**src/rtl/serial_add_seq.sv**
```systemverilog
// Bit-serial adder: streams two WIDTH-bit operands LSB-first through one full-adder cell.
// Define SERIAL_ADD_OVF_EN to add the signed-overflow output ovf_o.

module switch_full_adder (
  input  logic a_i,
  input  logic b_i,
  input  logic cin_i,
  output logic sum_o,
  output logic cout_o
);
  assign sum_o  = a_i ^ b_i ^ cin_i;
  assign cout_o = (a_i & b_i) | (cin_i & (a_i ^ b_i));
endmodule

module serial_add_seq #(
  parameter int unsigned WIDTH = 8
) (
  input  logic             clk,
  input  logic             rst,
  input  logic             start_i,
  input  logic [WIDTH-1:0] a_i,
  input  logic [WIDTH-1:0] b_i,
  input  logic             cin_i,
  output logic             busy_o,
  output logic             done_o,
  output logic [WIDTH-1:0] sum_o,
  output logic             cout_o
`ifdef SERIAL_ADD_OVF_EN
  ,
  output logic             ovf_o
`endif
);

  localparam int unsigned CNT_W = $clog2(WIDTH);
  localparam logic [CNT_W-1:0] LAST_BIT = CNT_W'(WIDTH - 1);

  typedef enum logic [1:0] {
    IDLE = 2'd0,
    RUN  = 2'd1,
    DONE = 2'd2
  } state_e;

  state_e           state_q;
  logic [WIDTH-1:0] a_q;
  logic [WIDTH-1:0] b_q;
  logic [WIDTH-1:0] sum_q;
  logic [CNT_W-1:0] cnt_q;
  logic             carry_q;
  logic             cout_q;
  logic             busy_q;
  logic             done_q;
  logic             cell_sum;
  logic             cell_cout;
`ifdef SERIAL_ADD_OVF_EN
  logic             ovf_q;
`endif

  switch_full_adder u_cell (
    .a_i    (a_q[0]),
    .b_i    (b_q[0]),
    .cin_i  (carry_q),
    .sum_o  (cell_sum),
    .cout_o (cell_cout)
  );

  // Sequencer: load in IDLE, one bit per edge in RUN, single-cycle DONE
  always_ff @(posedge clk or posedge rst) begin
    if (rst) begin
      state_q <= IDLE;
      a_q     <= '0;
      b_q     <= '0;
      sum_q   <= '0;
      cnt_q   <= '0;
      carry_q <= 1'b0;
      cout_q  <= 1'b0;
      busy_q  <= 1'b0;
      done_q  <= 1'b0;
`ifdef SERIAL_ADD_OVF_EN
      ovf_q   <= 1'b0;
`endif
    end else begin
      done_q <= 1'b0;
      case (state_q)
        IDLE: begin
          if (start_i) begin
            a_q     <= a_i;
            b_q     <= b_i;
            carry_q <= cin_i;
            cnt_q   <= '0;
            busy_q  <= 1'b1;
            state_q <= RUN;
          end
        end
        RUN: begin
          sum_q   <= {cell_sum, sum_q[WIDTH-1:1]};
          carry_q <= cell_cout;
          a_q     <= a_q >> 1;
          b_q     <= b_q >> 1;
          cnt_q   <= cnt_q + 1'b1;
          if (cnt_q == LAST_BIT) begin
            cout_q  <= cell_cout;
`ifdef SERIAL_ADD_OVF_EN
            // carry_q is the carry into the MSB on this edge
            ovf_q   <= carry_q ^ cell_cout;
`endif
            busy_q  <= 1'b0;
            done_q  <= 1'b1;
            state_q <= DONE;
          end
        end
        DONE: state_q <= IDLE;
        default: state_q <= IDLE;
      endcase
    end
  end

  assign busy_o = busy_q;
  assign done_o = done_q;
  assign sum_o  = sum_q;
  assign cout_o = cout_q;
`ifdef SERIAL_ADD_OVF_EN
  assign ovf_o  = ovf_q;
`endif

endmodule

```
**config.mk**
```make
export PLATFORM = sky130hd
export DESIGN_NAME = serial_add_seq
export DESIGN_NICKNAME = d
export VERILOG_FILES = /design/src/rtl/serial_add_seq.sv
export SDC_FILE = /design/constraint.sdc
export NUM_CORES = 1
export LEC_CHECK = 0
export ABC_CLOCK_PERIOD_IN_PS = 2210
export BUFFER_PORTS_ARGS = -buffer_cell sky130_fd_sc_hd__buf_2
export CORE_AREA = 2 2 55 57
export DETAILED_ROUTE_END_ITERATION = 6
export DIE_AREA = 0 0 57 59
export PLACE_DENSITY = 0.84
export SLEW_MARGIN = 10
export SYNTH_ARGS = -nofsm -noshare
export SYNTH_HDL_FRONTEND = slang
export SYNTH_SLANG_ARGS = --single-unit
```
**constraint.sdc**
```tcl
create_clock -name clk -period 2.21 [get_ports clk]
set_input_delay 0.442 -clock clk [delete_from_list [all_inputs] [get_ports clk]]
set_output_delay 0.442 -clock clk [all_outputs]
set_load 0.01 [all_outputs]
```
## Word-level counts from Yosys, hierarchy flattened

Index checks and enable logic that the tools add are counted.

| storage, ports and cells | value |
|---|---|
| output and inout bits | 11 |
| flip-flop bits (word level) | 33 |
| logic and storage cells | 41 |

| cells by class | value |
|---|---|
| muxes and demuxes | 16 |
| bitwise logic cells | 5 |
| eq/ne operators | 4 |
| $add $sub $neg | 1 |
| reductions and logical operators | 6 |

Operators with widths:

| kind | number |
|---|---|
| 8-bit case mux with 2 select lines | 2 |
| 8-bit 2-to-1 mux | 2 |
| 3-bit case mux with 2 select lines | 1 |
| 2-bit AND reduction | 3 |
| 1-bit 2-to-1 mux | 5 |
| 2-bit 2-to-1 mux | 2 |
| 2-bit != test (second input constant) | 2 |
| 1-bit case mux with 2 select lines | 2 |
| 2-bit case mux with 2 select lines | 1 |
| 3-bit by 1-bit adder with 3-bit output (second input constant) | 1 |
| 3-bit equality test (second input constant) | 1 |
| 3-bit 2-to-1 mux | 1 |
| 3-bit AND reduction | 1 |
| 1-bit AND | 2 |
| 2-bit by 1-bit equality test with 1-bit output (second input constant) | 1 |
| 2-bit logical NOT | 1 |
| 2-bit nonzero test | 1 |
| 1-bit XOR | 2 |
| 1-bit OR | 1 |

## Logic depth before layout (Yosys ltp)

| depth | value |
|---|---|
| depth in word-level cells | 4 |
| mapped depth | 5 |
| gate-level depth less buffers | 5 |

## Hierarchy

Synthesis repeated with hierarchy kept, for this count alone.

| unflattened totals | value |
|---|---|
| cell total of the unflattened synthesis | 148 |
| area total of the unflattened synthesis | 1564.0 um^2 |

Modules (own cells, without submodules):

| module | cells each | area an instance (um^2) | times used |
|---|---|---|---|
| serial_add_seq | 147 | 1544.0 | 1 |
| switch_full_adder | 1 | 20.0 | 1 |

## Worst setup path before layout

OpenSTA, ideal clock, no wires.

| path | value |
|---|---|
| path type | flip-flop to flip-flop |
| start point | reg cnt_q[0] |
| end point | reg cout_q, in the netlist cout_o |
| buffers on the path | 0 |
| stages on the path, launching flop included | 6 |
| slack | 0.960 ns |
| required time | 2.085 ns |
| arrival time | 1.126 ns |
| path through | dfrtp_1 > ha_1 > ha_1 > inv_1 > nor2_1 > mux2_2 |

| on the way | value |
|---|---|
| word-level cells in the longest chain between the ends | 2 |

RTL lines:

| what | RTL line | source |
|---|---|---|
| start, declared | 47 | `logic [CNT_W-1:0] cnt_q;` |
| start signal, assigned | 99 | `cnt_q <= cnt_q + 1'b1;` |
| 3-bit equality test | 100 | `if (cnt_q == LAST_BIT) begin` |
| 2-bit AND reduction (no line) | n/a |  |
| end signal, assigned | 101 | `cout_q <= cell_cout;` |
| end, declared | 49 | `logic cout_q;` |

Every way passes these cells.
A chain may end at the register's enable or synchronous reset.

## Final worst setup path

| path | value |
|---|---|
| start point | reg state_q[0] |
| end point | reg b_q[3] |

| on the way | value |
|---|---|
| word-level cells in the longest chain between the ends | 3 |

RTL lines:

| what | RTL line | source |
|---|---|---|
| start, declared | 43 | `state_e state_q;` |
| start signal, assigned | 69 | `state_q <= IDLE;` |
| start signal, assigned | 91 | `state_q <= RUN;` |
| start signal, assigned | 108 | `state_q <= DONE;` |
| 2-bit by 1-bit equality test with 1-bit output or 2-bit logical NOT (tied branches) | 83 | `case (state_q)` |
| 2-bit nonzero test (no line) or 2-bit != test (tied branches) | n/a |  |
| 2-bit AND reduction (no line) | n/a |  |
| end signal, assigned | 87 | `b_q <= b_i;` |
| end signal, assigned | 98 | `b_q <= b_q >> 1;` |
| end, declared | 45 | `logic [WIDTH-1:0] b_q;` |

Parallel ways exist; a longest one is shown, timed or not.

==> flow_results.xml <==
<?xml version="1.0" encoding="UTF-8"?>
<metrics>
  <group name="outcome">
    <metric name="status" unit="">complete, no violations</metric>
  </group>
  <group name="synth">
    <metric name="yosys.cell_count.top_type" unit="">sky130_fd_sc_hd__dfrtp_1</metric>
    <metric name="synthesis.area_per_instance" unit="um2">10.3</metric>
    <metric name="synth_sequential_area_ratio" unit="%">53.3</metric>
    <metric name="yosys_most_used_dff" unit="">sky130_fd_sc_hd__dfrtp_1</metric>
    <metric name="synth_edf_count" unit="">0</metric>
    <metric name="postSynth.asyncResetShare" unit="%">100</metric>
    <metric name="synth-warning-count" unit="">0</metric>
    <metric name="share_of_yosys_cell_area_claimed_by_the_top_area_cell_type" unit="%">53.3</metric>
    <metric name="synthDominantAreaCellType" unit="">sky130_fd_sc_hd__dfrtp_1</metric>
    <metric name="synth.ff_latch_count" unit="">33</metric>
    <metric name="cell_types_with_the_highest_counts_after_synthesis" unit="">sky130_fd_sc_hd__dfrtp_1 (33), sky130_fd_sc_hd__nand2_1 (28), sky130_fd_sc_hd__nor2_1 (25)</metric>
    <metric name="synth_area_leaders" unit="">sky130_fd_sc_hd__dfrtp_1 (53%), sky130_fd_sc_hd__nand2_1 (6.8%), sky130_fd_sc_hd__a211oi_2 (6.5%)</metric>
    <metric name="syn_nets" unit="">173</metric>
    <metric name="synthCells" unit="">150</metric>
    <metric name="yosysUniqueCellTypes" unit="">26</metric>
    <metric name="netlist_area" unit="um2">1550</metric>
  </group>
  <group name="critical_path">
    <metric name="r2r_start" unit="">state_q[0]</metric>
    <metric name="timing.setup.critical_path_class" unit="">flip-flop to flip-flop</metric>
    <metric name="crit_slowest_cell" unit="">sky130_fd_sc_hd__dfrtp_1</metric>
    <metric name="worstPathRequired" unit="ns">2.45</metric>
    <metric name="worst-r2r-setup-slack" unit="ns">0.61</metric>
    <metric name="start_kind" unit="">flip-flop</metric>
    <metric name="worst-endpoint-arrival" unit="ns">1.84</metric>
    <metric name="max_stage_delay" unit="ns">0.61</metric>
    <metric name="timing.critical_path.buf_inv" unit="">1</metric>
    <metric name="rr_endpoint" unit="">b_q[3]</metric>
    <metric name="path_cells" unit="">buf_4 -&gt; nand2b_1 -&gt; nor3_1 -&gt; a211oi_2</metric>
    <metric name="crit_path_max_delay_family" unit="">flip-flops</metric>
    <metric name="worst-path-max-fanout" unit="">13</metric>
    <metric name="ff2ff_path_depth" unit="">4</metric>
    <metric name="crit_end_element" unit="">flip-flop</metric>
  </group>
  <group name="placed_design">
    <metric name="dp_hpwl" unit="mm">2.18</metric>
    <metric name="numPortBuffers" unit="">30</metric>
    <metric name="placer_s_final_routability_congestion_estimate" unit="">0.740</metric>
    <metric name="dp_worst_setup_slack" unit="ns">0.633</metric>
  </group>
  <group name="timing">
    <metric name="fin_hold_ws" unit="ns">0.177</metric>
    <metric name="min_period_over_period" unit="%">72.4</metric>
    <metric name="grt_setup_unrepaired" unit="">no</metric>
    <metric name="max_slew_margin" unit="%">60.0</metric>
    <metric name="worst_pin_slew" unit="ns">0.600</metric>
    <metric name="fin_skew" unit="ns">0.0125</metric>
    <metric name="final-max-slew-violation-count" unit="">0</metric>
    <metric name="timing.fmax" unit="GHz">0.625</metric>
    <metric name="period_needed" unit="ns">1.60</metric>
    <metric name="finalHoldViolations" unit="">0</metric>
    <metric name="final.setup.worst_slack" unit="ns">0.611</metric>
    <metric name="setup_viol" unit="">0</metric>
    <metric name="setup_tns" unit="ns">0</metric>
  </group>
  <group name="cells_and_area">
    <metric name="ff_latch_area" unit="um2">826</metric>
    <metric name="number_of_antenna_cells_inserted" unit="">0</metric>
    <metric name="layout_cells_sized_above_1" unit="%">31.3</metric>
    <metric name="n_fill_cell" unit="">230</metric>
    <metric name="multiInputGateArea" unit="um2">629</metric>
    <metric name="area.growth.synth_to_final" unit="%">14.7</metric>
    <metric name="design.final.nets" unit="">204</metric>
  </group>
  <group name="cts">
    <metric name="clock_path_buffers" unit="">2</metric>
    <metric name="cts_sinks" unit="">33</metric>
    <metric name="cts-buffers-inserted" unit="">5</metric>
    <metric name="cts_hold_repair.buffers" unit="">0</metric>
    <metric name="cts-resized-gates" unit="">0</metric>
    <metric name="clock-root-buffer" unit="">sky130_fd_sc_hd__clkbuf_4</metric>
    <metric name="cts_setup_buffers" unit="">0</metric>
    <metric name="clk_transition_reported_paths" unit="ns">0.11</metric>
    <metric name="tritoncts" unit="">yes</metric>
    <metric name="clock_latency" unit="ns">0.33</metric>
    <metric name="htree_levels" unit="">2</metric>
  </group>
  <group name="global_routing">
    <metric name="initial_antenna_violation_count" unit="">0</metric>
    <metric name="gr-total-overflow" unit="">0</metric>
    <metric name="grt_start_max_net_pins" unit="">34</metric>
    <metric name="grt_util_all_layers" unit="%">21.5</metric>
    <metric name="via_count_of_the_first_global_routing_pass" unit="">1192</metric>
    <metric name="grt_pass1_wl" unit="mm">5.38</metric>
  </group>
  <group name="die">
    <metric name="row_count" unit="">19</metric>
    <metric name="dieHeight" unit="um">59</metric>
    <metric name="chipWidth" unit="um">57</metric>
    <metric name="design.die.area" unit="um2">3360</metric>
    <metric name="floorplan_core_area" unit="um2">2710</metric>
    <metric name="effective_utilization_at_floorplan" unit="%">57.2</metric>
    <metric name="io_pins" unit="">31</metric>
  </group>
  <group name="power_and_ir_drop">
    <metric name="finalPower" unit="mW">2.53</metric>
    <metric name="p_per_area" unit="nW/um2">1420</metric>
    <metric name="worst_ir_drop_vdd" unit="mV">1.00</metric>
    <metric name="power.static_leakage" unit="nW">0.863</metric>
  </group>
  <group name="routing">
    <metric name="vias" unit="">1159</metric>
    <metric name="finalWirelength" unit="mm">3.07</metric>
    <metric name="detail_route.drc_violations" unit="">0</metric>
    <metric name="drtPass1Iterations" unit="">5</metric>
    <metric name="postRouteAntennaNets" unit="">0</metric>
    <metric name="routed_wire_length_per_instance" unit="um">14.4</metric>
    <metric name="drt_iter0_markers" unit="">59</metric>
    <metric name="detail_route.vias_per_cell" unit="">5.44</metric>
  </group>
  <group name="worst_hold_path">
    <metric name="min_path_type" unit="">input port to async pin</metric>
  </group>
  <group name="job">
    <metric name="drv_cap" unit="">0</metric>
  </group>
</metrics>
[worst reg2reg max path, cell delays in order (launching register included)]
cell                       delay [ns]
sky130_fd_sc_hd__dfrtp_1         0.61
sky130_fd_sc_hd__buf_4           0.29
sky130_fd_sc_hd__nand2b_1        0.35
sky130_fd_sc_hd__nor3_1          0.11
sky130_fd_sc_hd__a211oi_2        0.17
[cell usage in the layout, fill, tap and decap left out, types with 4 or more instances in the layout]
cell	n
sky130_fd_sc_hd__a211oi_2	8
sky130_fd_sc_hd__nor2_1	25
sky130_fd_sc_hd__o21ai_0	7
sky130_fd_sc_hd__nand2_1	28
sky130_fd_sc_hd__o221a_2	4
sky130_fd_sc_hd__buf_4	4
sky130_fd_sc_hd__inv_1	4
sky130_fd_sc_hd__buf_2	30
sky130_fd_sc_hd__dfrtp_1	33
sky130_fd_sc_hd__nand3b_1	4
sky130_fd_sc_hd__clkbuf_4	5
sky130_fd_sc_hd__nor3_1	9
[cell type report]
type / instances / area share (%)
multi-input cells: 103 / 35.4
clock inverters: 2 / 2.11
flip-flops and latches: 33 / 46.4
clock buffers: 6 / 2.89
well taps: 31 / 2.18
inverters: 4 / 0.844
repair buffers: 34 / 10.1
[stage by stage]
stage	utilization (%)	area (um2)	cells
3_5_place_dp	62.3	1690	205
3_3_place_gp	62.3	1690	205
2_1_floorplan	-	1550	150
4_1_cts	65.6	1780	213
6_report	65.6	1780	213
5_1_grt	65.6	1780	213
[state kept, by name, indices dropped and copies added (netlist names)]
signal and cells:
state_q 2, busy_o 1, done_o 1, a_q 8, sum_o 8, cnt_q 3, carry_q 1, b_q 8
cout_o 1
[report_power, final]
part           switching, mW  internal (mW)  leakage (nW)  total, mW
logic                  0.516          0.457         0.424      0.972
registers              0.202          0.875         0.394       1.08
clock network          0.209          0.269        0.0445      0.478
total                  0.927           1.60         0.863       2.53
[worst max-delay path by stage]
stage / startpoint / slack (ns) / cells past startpoint / to
5_1_grt: state_q[0] / 0.45 / 4 / b_q[1]
3_5_place_dp: state_q[0] / 0.63 / 4 / a_q[4]
4_1_cts: state_q[0] / 0.63 / 4 / b_q[4]
6_report: state_q[0] / 0.61 / 4 / b_q[3]
3_3_place_gp: state_q[0] / 0.75 / 4 / a_q[4]
2_1_floorplan: cnt_q[0] / 0.96 / 5 / cout_o
[metal layers]
metal  GRT usage [%]  part of all wire (%)
met1            27.2                    45
met4            11.6                   2.7
met5               0                     0
met2            34.2                    48
met3            5.24                   4.2
[cells by family after synthesis]
group,after synthesis,share of synthesized area [%]
AO/OA/AOI/OAI,29,17.2
adder cells (fa/ha/maj),3,2.91
buffers and inverters,14,6.13
flip-flops,33,53.3
multiplexers,1,0.726
AND/OR/NAND/NOR,70,19.8
Power figures use the tool's default switching activity.
